<file path="src/rtl/mux_seq_pkg.sv">
// Shared state/mode encodings and the pattern code function for the mux test sequencer.
package mux_seq_pkg;

    typedef enum logic [2:0] {
        S_IDLE   = 3'd0,
        S_BREAK  = 3'd1,
        S_UPDATE = 3'd2,
        S_MAKE   = 3'd3,
        S_DWELL  = 3'd4
    } seq_state_e;

    localparam logic [1:0] M_BIN  = 2'b00;
    localparam logic [1:0] M_GRAY = 2'b01;
    localparam logic [1:0] M_WALK = 2'b10;
    localparam logic [1:0] M_HOLD = 2'b11;

    // Walking-one codes are derived in the caller; every other mode is binary or gray.
    function automatic logic [31:0] pattern_code(input logic [31:0] idx, input logic [1:0] mode);
        logic [31:0] code;
        case (mode)
            M_GRAY:  code = idx ^ (idx >> 1);
            default: code = idx;
        endcase
        return code;
    endfunction

endpackage

</file>
<file path="src/rtl/seq_timer.sv">
// Loadable down-counter shared by the BREAK, MAKE and DWELL phases.
module seq_timer #(
    parameter int CW = 8
) (
    input  logic          clk,
    input  logic          rst_n,
    input  logic          load,
    input  logic [CW-1:0] load_val,
    output logic          tc,
    output logic          pre_tc
);

    logic [CW-1:0] count_q, count_d;

    always_comb begin
        count_d = count_q;
        if (load)
            count_d = load_val;
        else if (count_q != '0)
            count_d = count_q - CW'(1);
    end

    always_ff @(posedge clk or negedge rst_n) begin
        if (!rst_n) count_q <= '0;
        else        count_q <= count_d;
    end

    // pre_tc lets the caller register a pulse that lands on the final counted cycle.
    assign tc     = (count_q == '0);
    assign pre_tc = (count_q == CW'(1));

endmodule

</file>
<file path="src/rtl/mux_test_sequencer.sv">
// Steps analog-mux addresses, enables and switch controls through binary, gray or
// walking-one patterns with break-before-make guards and sense sampling per step.
module mux_test_sequencer
    import mux_seq_pkg::*;
#(
    parameter int NCH       = 3,
    parameter int ABITS     = 3,
    parameter int SWBITS    = 4,
    parameter int IDXW      = 4,
    parameter int LOG2DELAY = 21,
    parameter int SETTLE    = 4
) (
    input  logic                 CLK,
    input  logic                 RST_N,
    input  logic                 RUN,
    input  logic                 STEP,
    input  logic [1:0]           MODE,
    input  logic                 SENSE,
    output logic [NCH-1:0]       MUX_EN,
    output logic [NCH*ABITS-1:0] MUX_A,
    output logic [SWBITS-1:0]    SW_CTL,
    output logic                 OE_4094,
    output logic [7:0]           SENSE_HIST,
    output logic                 STEP_DONE,
    output logic                 LED,
    output logic [3:0]           MON
);

    localparam int CW = ((LOG2DELAY > $clog2(SETTLE)) ? LOG2DELAY : $clog2(SETTLE)) + 1;
    localparam logic [CW-1:0] SETTLE_LD = CW'(SETTLE - 1);
    localparam logic [CW-1:0] DWELL_LD  = CW'((64'd1 << LOG2DELAY) - 64'd1);
    localparam logic [31:0]   IDX_MASK  = (32'd1 << IDXW) - 32'd1;

    seq_state_e             state_q, state_d;
    logic [IDXW-1:0]        idx_q, idx_d;
    logic [NCH-1:0]         mux_en_q, mux_en_d;
    logic [NCH*ABITS-1:0]   mux_a_q, mux_a_d;
    logic [SWBITS-1:0]      sw_q, sw_d;
    logic                   oe_q, oe_d;
    logic [7:0]             hist_q, hist_d;
    logic                   done_q, done_d;
    logic                   led_q, led_d;
    logic                   sync1_q, sync2_q;

    logic                   tmr_load;
    logic [CW-1:0]          tmr_val;
    logic                   tmr_tc, tmr_pre_tc;

    seq_timer #(.CW(CW)) u_timer (
        .clk      (CLK),
        .rst_n    (RST_N),
        .load     (tmr_load),
        .load_val (tmr_val),
        .tc       (tmr_tc),
        .pre_tc   (tmr_pre_tc)
    );

    always_comb begin
        state_d  = state_q;
        idx_d    = idx_q;
        mux_en_d = mux_en_q;
        mux_a_d  = mux_a_q;
        sw_d     = sw_q;
        oe_d     = oe_q;
        hist_d   = hist_q;
        done_d   = 1'b0;
        led_d    = led_q;
        tmr_load = 1'b0;
        tmr_val  = SETTLE_LD;

        case (state_q)
            S_IDLE: begin
                if (RUN || STEP) begin
                    state_d  = S_BREAK;
                    tmr_load = 1'b1;
                    mux_en_d = '0;
                end
            end
            S_BREAK: begin
                if (tmr_tc) state_d = S_UPDATE;
            end
            S_UPDATE: begin
                // Hold mode freezes both the codes and the index.
                if (MODE != M_HOLD) begin
                    for (int k = 0; k < NCH; k++) begin
                        if (MODE == M_WALK)
                            mux_a_d[k*ABITS +: ABITS] = ABITS'(32'(idx_q) + 32'(k));
                        else
                            mux_a_d[k*ABITS +: ABITS] =
                                ABITS'(pattern_code((32'(idx_q) + 32'(k)) & IDX_MASK, MODE));
                    end
                    if (MODE == M_WALK)
                        sw_d = SWBITS'(32'd1 << (32'(idx_q) % 32'(SWBITS)));
                    else
                        sw_d = SWBITS'(pattern_code(32'(idx_q), MODE));
                    idx_d = idx_q + IDXW'(1);
                end
                led_d    = ~led_q;
                state_d  = S_MAKE;
                tmr_load = 1'b1;
            end
            S_MAKE: begin
                if (tmr_tc) begin
                    state_d  = S_DWELL;
                    tmr_load = 1'b1;
                    tmr_val  = DWELL_LD;
                    mux_en_d = '1;
                    oe_d     = 1'b1;
                    if (LOG2DELAY == 0) done_d = 1'b1;
                end
            end
            S_DWELL: begin
                if (tmr_pre_tc) done_d = 1'b1;
                if (tmr_tc) begin
                    hist_d = {hist_q[6:0], sync2_q};
                    if (RUN) begin
                        state_d  = S_BREAK;
                        tmr_load = 1'b1;
                        mux_en_d = '0;
                    end else begin
                        state_d = S_IDLE;
                    end
                end
            end
            default: state_d = S_IDLE;
        endcase
    end

    always_ff @(posedge CLK or negedge RST_N) begin
        if (!RST_N) begin
            state_q  <= S_IDLE;
            idx_q    <= '0;
            mux_en_q <= '0;
            mux_a_q  <= '0;
            sw_q     <= '0;
            oe_q     <= 1'b0;
            hist_q   <= '0;
            done_q   <= 1'b0;
            led_q    <= 1'b0;
            sync1_q  <= 1'b0;
            sync2_q  <= 1'b0;
        end else begin
            state_q  <= state_d;
            idx_q    <= idx_d;
            mux_en_q <= mux_en_d;
            mux_a_q  <= mux_a_d;
            sw_q     <= sw_d;
            oe_q     <= oe_d;
            hist_q   <= hist_d;
            done_q   <= done_d;
            led_q    <= led_d;
            sync1_q  <= SENSE;
            sync2_q  <= sync1_q;
        end
    end

    assign MUX_EN     = mux_en_q;
    assign MUX_A      = mux_a_q;
    assign SW_CTL     = sw_q;
    assign OE_4094    = oe_q;
    assign SENSE_HIST = hist_q;
    assign STEP_DONE  = done_q;
    assign LED        = led_q;
    assign MON        = {led_q, state_q};

endmodule

</file>
<file path="config.mk">
export PLATFORM = sky130hd
export DESIGN_NAME = mux_test_sequencer
export DESIGN_NICKNAME = d
export VERILOG_FILES = /design/src/rtl/mux_seq_pkg.sv /design/src/rtl/seq_timer.sv /design/src/rtl/mux_test_sequencer.sv
export SDC_FILE = /design/constraint.sdc
export NUM_CORES = 1
export LEC_CHECK = 0
export ABC_AREA = 1
export BUFFER_PORTS_ARGS = -buffer_cell sky130_fd_sc_hd__buf_2
export CAP_MARGIN = 20
export CORE_ASPECT_RATIO = 2
export CORE_MARGIN = 1.5
export CORE_UTILIZATION = 30
export CTS_CLUSTER_SIZE = 10
export DETAILED_ROUTE_END_ITERATION = 8
export PLACE_DENSITY = 0.49
export SLEW_MARGIN = 20
export SYNTH_ARGS = -nofsm -noshare
export SYNTH_HDL_FRONTEND = slang
export SYNTH_SLANG_ARGS = --single-unit
</file>
<file path="constraint.sdc">
create_clock -name CLK -period 1.7 [get_ports CLK]
set_input_delay 0.34 -clock CLK [delete_from_list [all_inputs] [get_ports CLK]]
set_output_delay 0.34 -clock CLK [all_outputs]
set_load 0.05 [all_outputs]
</file>
==> results.cfg <==
[worst_setup_path]
crit_required_ns = 1.88
worst_ep_arrival_time_ns = 1.87
r2r_start = u_timer.count_q[7]$_DFFE_PN0P_
end_kind = flip-flop
critical_path.startpoint_type = flip-flop
crit_path_start = u_timer.count_q[7]$_DFFE_PN0P_
path_class = flip-flop to flip-flop
rrSetupSlack_ns = 0.01
rr_worst_depth = 8
worstPathMaxFanout = 6

[synth]
syn-num-nets = 385
synth_cells = 370
synthArstFlopShare_pct = 100.0
synth_cell_types = 32
synth-seq-cells = 56
synthFlopType = dfrtp_1
syn_area_per_cell_um2 = 8.434
seq_area_frac_synth_pct = 44.91
synth_edf_count = 0
yosys_warnings = 0
synth.cell_area_um2 = 3120

[final_layout]
area.growth.synth_to_final_pct = 29.39
antenna_cells = 0
multi_input_area_um2 = 1603
seqCellArea_um2 = 1405
final_nets = 459
drive_gt1_share_pct = 30.79
fill_cells = 1056

[min_path]
hp-start = SENSE
hp-class = primary input to flip-flop
hold_path_depth = 1

[placement]
gp_congestion = 0.7771
numPortBuffers = 37
dp.final_hpwl_um = 6679

[timing]
period_needed_ns = 1.690
max_slew_margin_pct = 68.81
clock.fmax_ghz = 0.5918
fin_crit_sh_pct = 99.40
tightestPinTransition_ns = 0.4679
fin_skew_ns = 0.006824
holdWs_ns = 0.1371
rsz0062_at_grt = true
report.final.slew_viol_count = 0
finalHoldViolCount = 0
setup_violations = 0

[global_route]
top_usage_layer = met2
grtUsageMet1_pct = 16.11
grt_usage_pct = 16.96
antenna_found_initial = 0
grt-ovfl-total = 0
met3_usage_pct = 2.538
grt_pass1_wl_um = 14010
grt_use_met2_pct = 33.85
grt_max_degree = 40
grt_pass1_vias = 2809

[flow_run]
drv_cap = 0

[drt]
drc = 0
ant_nets = 0
dr.pass1.iters = 7
routed-via-count = 2763
drt-total-wl_um = 8859
wl_per_cell_um = 15.27
initialDrtViolationCount = 117
vias_per_cell = 4.764

[clock_tree]
cts_buffers = 5
htreeDepth = 2
tritoncts = done
clock_latency_ns = 0.30
clock-sinks = 56
cts_root_buf = clkbuf_16
cts_max_path_buffers = 2
path_clk_slew_ns = 0.08

[die]
die_w_um = 75.12
rows = 52
start_util_pct = 30.74
dieArea_um2 = 11060
die_h_um = 147.2
coreArea_um2 = 10150
io_pins = 38

[outcome]
status = complete, no violations
[layout by cell type, fill, tap and decap left out, drive strengths merged]
master       synthesis  layout
clkbuf               3       5
mux2                 8       8
bufinv               0       1
a21oi               16      16
dfrtp               56      56
o2111ai              1       1
clkinvlp             0       1
nor4                 1       1
o22ai                3       3
o21ai               27      27
or2                  1       1
xor2                16      16
nand4               13      13
nand2               88      88
nand3               22      22
ha                   8       8
and2                 3       3
nor2                49      49
xnor2                7       7
dlygate4sd3          0       1
a2bb2oi              1       1
nor3                 2       2
buf                 10      78
inv                 35      37
[layout make-up]
class                           instances  share of cell area (%)
Multi-Input combinational cell        266                   39.70
Sequential cell                        56                   34.80
Timing Repair Buffer                   79                   13.48
Tap cell                              135                   4.183
Inverter                               35                   3.316
Clock buffer                            5                   3.099
Clock inverter                          3                   1.240
Timing Repair inverter                  1                  0.1859
[final timing paths]
| check | endpoint |
|---|---|
| setup / recovery | u_timer.count_q[12]$_DFFE_PN0P_ |
| hold / removal | sync1_q$_DFF_PN0_ |
| setup reg to reg | u_timer.count_q[12]$_DFFE_PN0P_ |
| hold reg to reg | sync2_q$_DFF_PN0_ |
| max in group asynchronous | SENSE_HIST[4]$_DFFE_PN0P_ |
| min in group asynchronous | MUX_EN[1]$_DFFE_PN0P_ |
[sequential cells by signal, summed over array words and instances, names as in the netlist]
signal	count
sync2_q	1
STEP_DONE	1
state_q	3
OE_4094	1
SENSE_HIST	8
LED	1
MUX_A	9
MUX_EN	1
SW_CTL	4
u_timer.count_q	22
idx_q	4
sync1_q	1
[kinds of logic (layout without fill, tap and decap cells)]
logic type / Yosys count / in the layout / share of synthesized area, %
flops: 56 / 56 / 44.91
xor+xnor: 23 / 23 / 6.455
compound gates: 48 / 48 / 8.060
fa+ha+maj: 8 / 8 / 3.208
mux: 8 / 8 / 2.887
simple gates: 179 / 179 / 27.39
buf+inv: 48 / 123 / 7.097
[synth_stat cells, types with 4 or more instances]
master | n | area, um^2
dfrtp_1 | 56 | 1401
nand4_1 | 12 | 75.07
nor2_4 | 5 | 56.30
o21ai_1 | 10 | 50.05
nand2_1 | 85 | 319.1
a21oi_1 | 16 | 80.08
nand3_1 | 17 | 85.08
buf_4 | 4 | 30.03
inv_2 | 6 | 22.52
xor2_1 | 16 | 140.1
mux2_1 | 8 | 90.09
nor2_1 | 40 | 150.1
xnor2_1 | 7 | 61.31
ha_1 | 8 | 100.1
nand3_2 | 4 | 40.04
inv_1 | 29 | 108.9
o21ai_0 | 17 | 85.08
[metal layers]
layer,vias up,part of all wire [%]
met1,1353,33
li1,1342,-
met4,0,2.6
met5,-,0
met3,15,2.7
met2,53,61
[metrics by stage]
step | area (um^2) | setup TNS [ns] | util (%) | cells | worst slack (ns)
finish | 4038 | 0 | 39.78 | 580 | 0.01028
global route | 4038 | -1.046 | 39.78 | 580 | -0.07672
CTS | 3865 | 0 | 38.08 | 571 | 0.0002749
detailed placement | 3657 | -0.1276 | 36.03 | 560 | -0.08222
global placement | 3657 | -0.06784 | 36.03 | 560 | -0.06527
floorplan | 3123 | 0 | - | 370 | 0.01129
[worst max-delay path, stage by stage, from the launching register on]
cell,delay (ns)
dfrtp_1,0.44
nor2_4,0.17
nand2_4,0.09
nor2_8,0.15
nand2_4,0.06
nor2_4,0.18
o2111ai_4,0.20
clkinvlp_4,0.21
a21oi_1,0.06
[what timing repair did]
item                       CTS  global route
hold endpoints to repair    17             0
hold buffers                 1             0
gates cloned                 0             1
setup buffers                2             9
pin swaps                    5            12
gates resized for setup      3            33
setup endpoints to repair    7            35
Power is not shown: default switching activity piles up to over one toggle a cycle in this logic, so the estimate is an artifact.
